<file path="src/rtl/render_shape_engine.sv">
// Scanline rasteriser for tangram pieces: square, four right triangles and a parallelogram.
// Latches one request, walks its rows top-down and emits one (x,y) pixel per enabled cycle.
module render_shape_engine #(
   parameter int CORDW = 10,
   parameter int DATAW = 12
) (
   input  logic             clk,
   input  logic             rst,
   input  logic             start,
   input  logic [DATAW-1:0] ty,
   input  logic [CORDW-1:0] x0,
   input  logic [CORDW-1:0] y0,
   input  logic [DATAW-1:0] size,
   input  logic             oe,
   output logic [CORDW-1:0] x,
   output logic [CORDW-1:0] y,
   output logic             drawing,
   output logic             busy,
   output logic             done,
   output logic             err,
   output logic [2:0]       dbg_state
);

   typedef enum logic [2:0] {IDLE, INIT, DRAW, NEXT_ROW, DONE} state_t;

   state_t           state;
   logic [2:0]       ty_q;
   logic [CORDW-1:0] x0_q, y0_q, n_q;
   logic [CORDW-1:0] row, col;
   logic [CORDW-1:0] n_m1, last_col;
   logic [CORDW-1:0] size_n;
   logic             ty_ok;
   logic             unused_size_hi;

   assign size_n         = size[CORDW-1:0];
   assign unused_size_hi = ^size[DATAW-1:CORDW];
   assign ty_ok          = (ty < DATAW'(6));
   assign n_m1           = n_q - CORDW'(1);
   assign dbg_state      = state;

   // Handshake: a pixel (x,y) transfers on every cycle drawing is high; oe acts as the
   // ready and the walk only advances on such a cycle, otherwise x, y and state hold.
   assign drawing = (state == DRAW) && oe;

   // Left edge of row k; all sums wrap modulo 2^CORDW.
   function automatic logic [CORDW-1:0] span_s(input logic [CORDW-1:0] k);
      case (ty_q)
         3'd2:    span_s = x0_q + n_m1 - k;
         3'd4,
         3'd5:    span_s = x0_q + k;
         default: span_s = x0_q;
      endcase
   endfunction

   // Column index of the last pixel in the current row (row length minus one).
   always_comb begin
      last_col = n_m1;
      case (ty_q)
         3'd1, 3'd2: last_col = row;
         3'd3, 3'd4: last_col = n_m1 - row;
         default:    last_col = n_m1;
      endcase
   end

   always_ff @(posedge clk) begin
      if (rst) begin
         state <= IDLE;
         x     <= '0;
         y     <= '0;
         busy  <= 1'b0;
         done  <= 1'b0;
         err   <= 1'b0;
         row   <= '0;
         col   <= '0;
         ty_q  <= '0;
         x0_q  <= '0;
         y0_q  <= '0;
         n_q   <= '0;
      end else begin
         case (state)
            IDLE: begin
               if (start) begin
                  ty_q <= ty[2:0];
                  x0_q <= x0;
                  y0_q <= y0;
                  n_q  <= size_n;
                  if (!ty_ok || size_n == '0) begin
                     state <= DONE;
                     done  <= 1'b1;
                     err   <= !ty_ok;
                  end else begin
                     state <= INIT;
                     busy  <= 1'b1;
                  end
               end
            end
            INIT: begin
               row   <= '0;
               col   <= '0;
               x     <= span_s('0);
               y     <= y0_q;
               state <= DRAW;
            end
            DRAW: begin
               if (oe) begin
                  if (col != last_col) begin
                     col <= col + CORDW'(1);
                     x   <= x + CORDW'(1);
                  end else if (row == n_m1) begin
                     state <= DONE;
                     busy  <= 1'b0;
                     done  <= 1'b1;
                  end else begin
                     state <= NEXT_ROW;
                  end
               end
            end
            NEXT_ROW: begin
               row   <= row + CORDW'(1);
               col   <= '0;
               y     <= y + CORDW'(1);
               x     <= span_s(row + CORDW'(1));
               state <= DRAW;
            end
            DONE: begin
               done  <= 1'b0;
               err   <= 1'b0;
               state <= IDLE;
            end
            default: state <= IDLE;
         endcase
      end
   end

endmodule

</file>
<file path="config.mk">
export PLATFORM = sky130hd
export DESIGN_NAME = render_shape_engine
export DESIGN_NICKNAME = d
export VERILOG_FILES = /design/src/rtl/render_shape_engine.sv
export SDC_FILE = /design/constraint.sdc
export NUM_CORES = 1
export LEC_CHECK = 0
export BUFFER_PORTS_ARGS = -buffer_cell sky130_fd_sc_hd__buf_4
export CORE_MARGIN = 2
export CORE_UTILIZATION = 55
export DETAILED_ROUTE_END_ITERATION = 8
export PLACE_DENSITY = 0.76
export SLEW_MARGIN = 15
export SYNTH_ARGS = -nofsm -noshare
export SYNTH_HDL_FRONTEND = slang
export SYNTH_SLANG_ARGS = --single-unit
</file>
<file path="constraint.sdc">
create_clock -name clk -period 4.6 [get_ports clk]
set_input_delay 0.23 -clock clk [delete_from_list [all_inputs] [get_ports clk]]
set_output_delay 0.23 -clock clk [all_outputs]
set_load 0.02 [all_outputs]
</file>
==> impl_metrics.py <==
metrics = {
    "yosys": {
        "synth_enable_flop_cells": 0,
        "syn_area_mm2": 0.00637,
        "synth.distinct_cells": 77,
        "async_reset_ff_share_pct": 0,
        "synthFlopType": "dfxtp_1",
        "ys_warn_count": 0,
        "syn_area_per_cell_um2": 7.43,
        "yosysSeqAreaShare_pct": 24.8,
        "syn-num-nets": 950,
        "syn_inst": 857,
        "synth-seq-cells": 79,
    },
    "detailed_routing": {
        "ant_nets": 0,
        "via_per_inst": 6.29,
        "routed_wl_mm": 19.6,
        "drc": 0,
        "routedWlPerCell_um": 18.5,
        "dr.pass1.iters": 6,
        "drt_iter0_drc": 695,
        "vias": 6685,
    },
    "floorplanning": {
        "core_area_mm2": 0.0114,
        "fp.dieW_um": 112,
        "dieArea_mm2": 0.0125,
        "die_h_um": 112,
        "initial_core_util_pct": 56.0,
        "num_rows": 39,
        "ios": 75,
    },
    "placement": {
        "place_area_mm2": 0.00702,
        "dp_hpwl_mm": 14.7,
        "routabilityCongestion": 0.985,
        "dp.cells": 1043,
        "portBuffers": 72,
    },
    "finish": {
        "drive_gt1_share_pct": 14.6,
        "fin_area_mm2": 0.00736,
        "area_growth_syn_to_layout_pct": 15.6,
        "nFillCells": 1028,
        "fin_nets": 1007,
        "antenna_cells": 0,
        "mostFrequentLayoutCells": "nand2_1, buf_4, a21oi_1, dfxtp_1, o21ai_0",
        "final_cells": 1062,
        "layout_commonest_cell": "nand2_1",
    },
    "sta": {
        "hold_slack_ns": 0.126,
        "setup_tns_ns": 0,
        "drv_slew": 0,
        "fin_crit_ns": 4.40,
        "hold_viol_final": 0,
        "setup_viol": 0,
        "finClkSkew_ns": 0.0115,
        "max_freq_mhz": 227,
        "relSlewSlack_pct": 29.3,
        "worst_slew_pin_slew_ns": 1.06,
        "post-route-period-util_pct": 95.7,
    },
    "global_routing": {
        "grtUsageMet1_pct": 44.3,
        "grt.busiest_layer": "met2",
        "first_global_vias": 6247,
        "grt_max_degree": 67,
        "overflow": 0,
        "grt_usage_pct": 30.9,
        "grt_first_pass_wirelength_mm": 31.4,
        "grt.met2_usage_pct": 47.2,
        "grt_use_met3_pct": 5.93,
        "antenna_found_initial": 0,
    },
    "worst_setup_path": {
        "cp.arrival_ns": 4.64,
        "r2r_cells": 19,
        "crit_type": "reg2reg",
        "critical_path.cell_chain": "inv_1, ha_2, nor3b_1, xnor2_1, inv_1, ha_2, nand3_1, o2111ai_1, xor2_1, ha_1, or2_2, a21oi_1, a31oi_1, a31oi_1, xor3_1, nor3_1, a2111oi_2, o21ai_1, o311a_1",
        "start_kind": "flop",
        "crit_slowest_cell": "dfxtp_1",
        "cp_max_fo": 6,
        "cp_slowest_stage_delay_ns": 0.42,
        "crit_required_ns": 4.84,
        "worstSetupEndpointType": "flop",
    },
    "cts": {
        "clkTransAtPathRegs_ns": 0.07,
        "cts_max_level": 3,
        "cts_sinks": 79,
        "cts-buffers-inserted": 9,
        "cts_tree": "built",
        "cts_root_buf": "clkbuf_16",
        "max-clock-path-buffers": 2,
        "worst_skew_pair.late_latency_ns": 0.35,
    },
    "job": {
        "drv_cap": 0,
    },
    "pwr": {
        "power_density_mw_per_mm2": 300,
        "power_leakage_nw": 3.00,
        "power_w": 0.00221,
        "peakVddDrop_mv": 0.196,
    },
    "run_status": {
        "status": "complete, no violations",
    },
    "hold_path": {
        "hold_depth": 3,
        "hold_class": "in2reg",
    },
}
final timing paths:
check	start	to	slack (ns)
max	n_q[1]	x[9]	0.20
min	y0[0]	y0_q[0]	0.13
max reg2reg	n_q[1]	x[9]	0.20
min reg2reg	y0_q[2]	y0_q[2]	0.46
Yosys cell counts (3+ instances only):
library cell | count | share of area (%)
or3_1 | 22 | 2.2
or2_2 | 6 | 0.59
nand4_1 | 3 | 0.29
nand2b_1 | 7 | 0.69
nor2b_1 | 8 | 0.79
a21boi_0 | 4 | 0.47
clkbuf_1 | 37 | 2.2
o221ai_1 | 6 | 0.83
dfxtp_1 | 79 | 25
nand3b_1 | 4 | 0.47
o2111ai_1 | 5 | 0.69
o311a_1 | 3 | 0.47
and2_1 | 5 | 0.49
xor2_1 | 19 | 2.6
o31ai_1 | 9 | 1.1
ha_1 | 41 | 8.1
nor3_1 | 29 | 2.3
a32oi_1 | 3 | 0.41
o22ai_1 | 5 | 0.49
a221oi_1 | 5 | 0.69
xnor2_1 | 27 | 3.7
a21oi_1 | 84 | 6.6
a31oi_1 | 6 | 0.59
a21o_1 | 10 | 1.2
inv_1 | 41 | 2.4
mux2i_1 | 17 | 2.7
nand3_1 | 29 | 2.3
and3_1 | 10 | 0.98
a22oi_1 | 11 | 1.3
nor4_1 | 7 | 0.69
fa_1 | 4 | 1.3
nor2_1 | 42 | 2.5
nand2_1 | 143 | 8.4
o21ai_0 | 46 | 3.6
o21a_1 | 6 | 0.71
a211oi_1 | 9 | 1.1
o211ai_1 | 9 | 1.1
o21bai_1 | 4 | 0.47
or4_4 | 3 | 0.53
through the flow:
step,setup slack [ns],utilization (%)
final,0.199,64.7
after global placement,0.156,61.7
after detailed placement,0.0762,61.7
after global routing,-0.0628,64.7
after CTS,0.0523,64.1
after floorplan,0.410,-
metal layers:
| layer | share of wire, % | wire, um |
|---|---|---|
| met5 | 0 | 0 |
| met4 | 2.2 | 422 |
| met3 | 8.6 | 1680 |
| met2 | 45 | 8740 |
| met1 | 45 | 8760 |
layout make-up:
| type | instances | area (um2) | share of cell area, % |
|---|---|---|---|
| Clock inverter | 6 | 46.3 | 0.629 |
| Clock buffer | 10 | 229 | 3.11 |
| Tap cell | 143 | 179 | 2.43 |
| Sequential cell | 79 | 1580 | 21.5 |
| Timing Repair Buffer | 88 | 661 | 8.98 |
| Multi-Input combinational cell | 695 | 4510 | 61.3 |
| Inverter | 41 | 154 | 2.09 |
sequential cells by signal (all words and copies together) (netlist names):
register / count
busy: 1
col: 10
dbg_state: 3
done: 1
err: 1
n_q: 10
row: 10
ty_q: 3
x: 10
x0_q: 10
y: 10
y0_q: 10
repair_timing:
action	CTS	global route
hold buffers	0	0
setup endpoints to repair	0	25
setup buffers	0	3
gates resized for setup	0	13
critical path: cells and delay by family (launching register included):
| kind | cells | cell delay [ns] |
|---|---|---|
| AOI/OAI and AO/OA | 7 | 1.38 |
| xor gates and xnor gates | 3 | 0.76 |
| adders and majority gates | 3 | 0.89 |
| buffers and inverters | 2 | 0.22 |
| DFF | 1 | 0.42 |
| and+or+nand+nor | 4 | 0.61 |
cell families after synthesis:
family                   Yosys count  synth area share [%]
AO/OA/AOI/OAI                    252                  25.6
XOR/XNOR                          48                  7.06
adder cells (fa/ha/maj)           45                  9.32
buffers and inverters             83                  5.17
flip-flops                        79                  24.8
multiplexers                      19                  3.09
AND/OR/NAND/NOR                  331                  25.0
report_power, final:
part	switching (W)	internal (W)
logic	0.000445	0.000348
clock network	0.000310	0.000370
registers	0.0000302	0.000704
No activity file was read; power rests on OpenSTA's default activity.
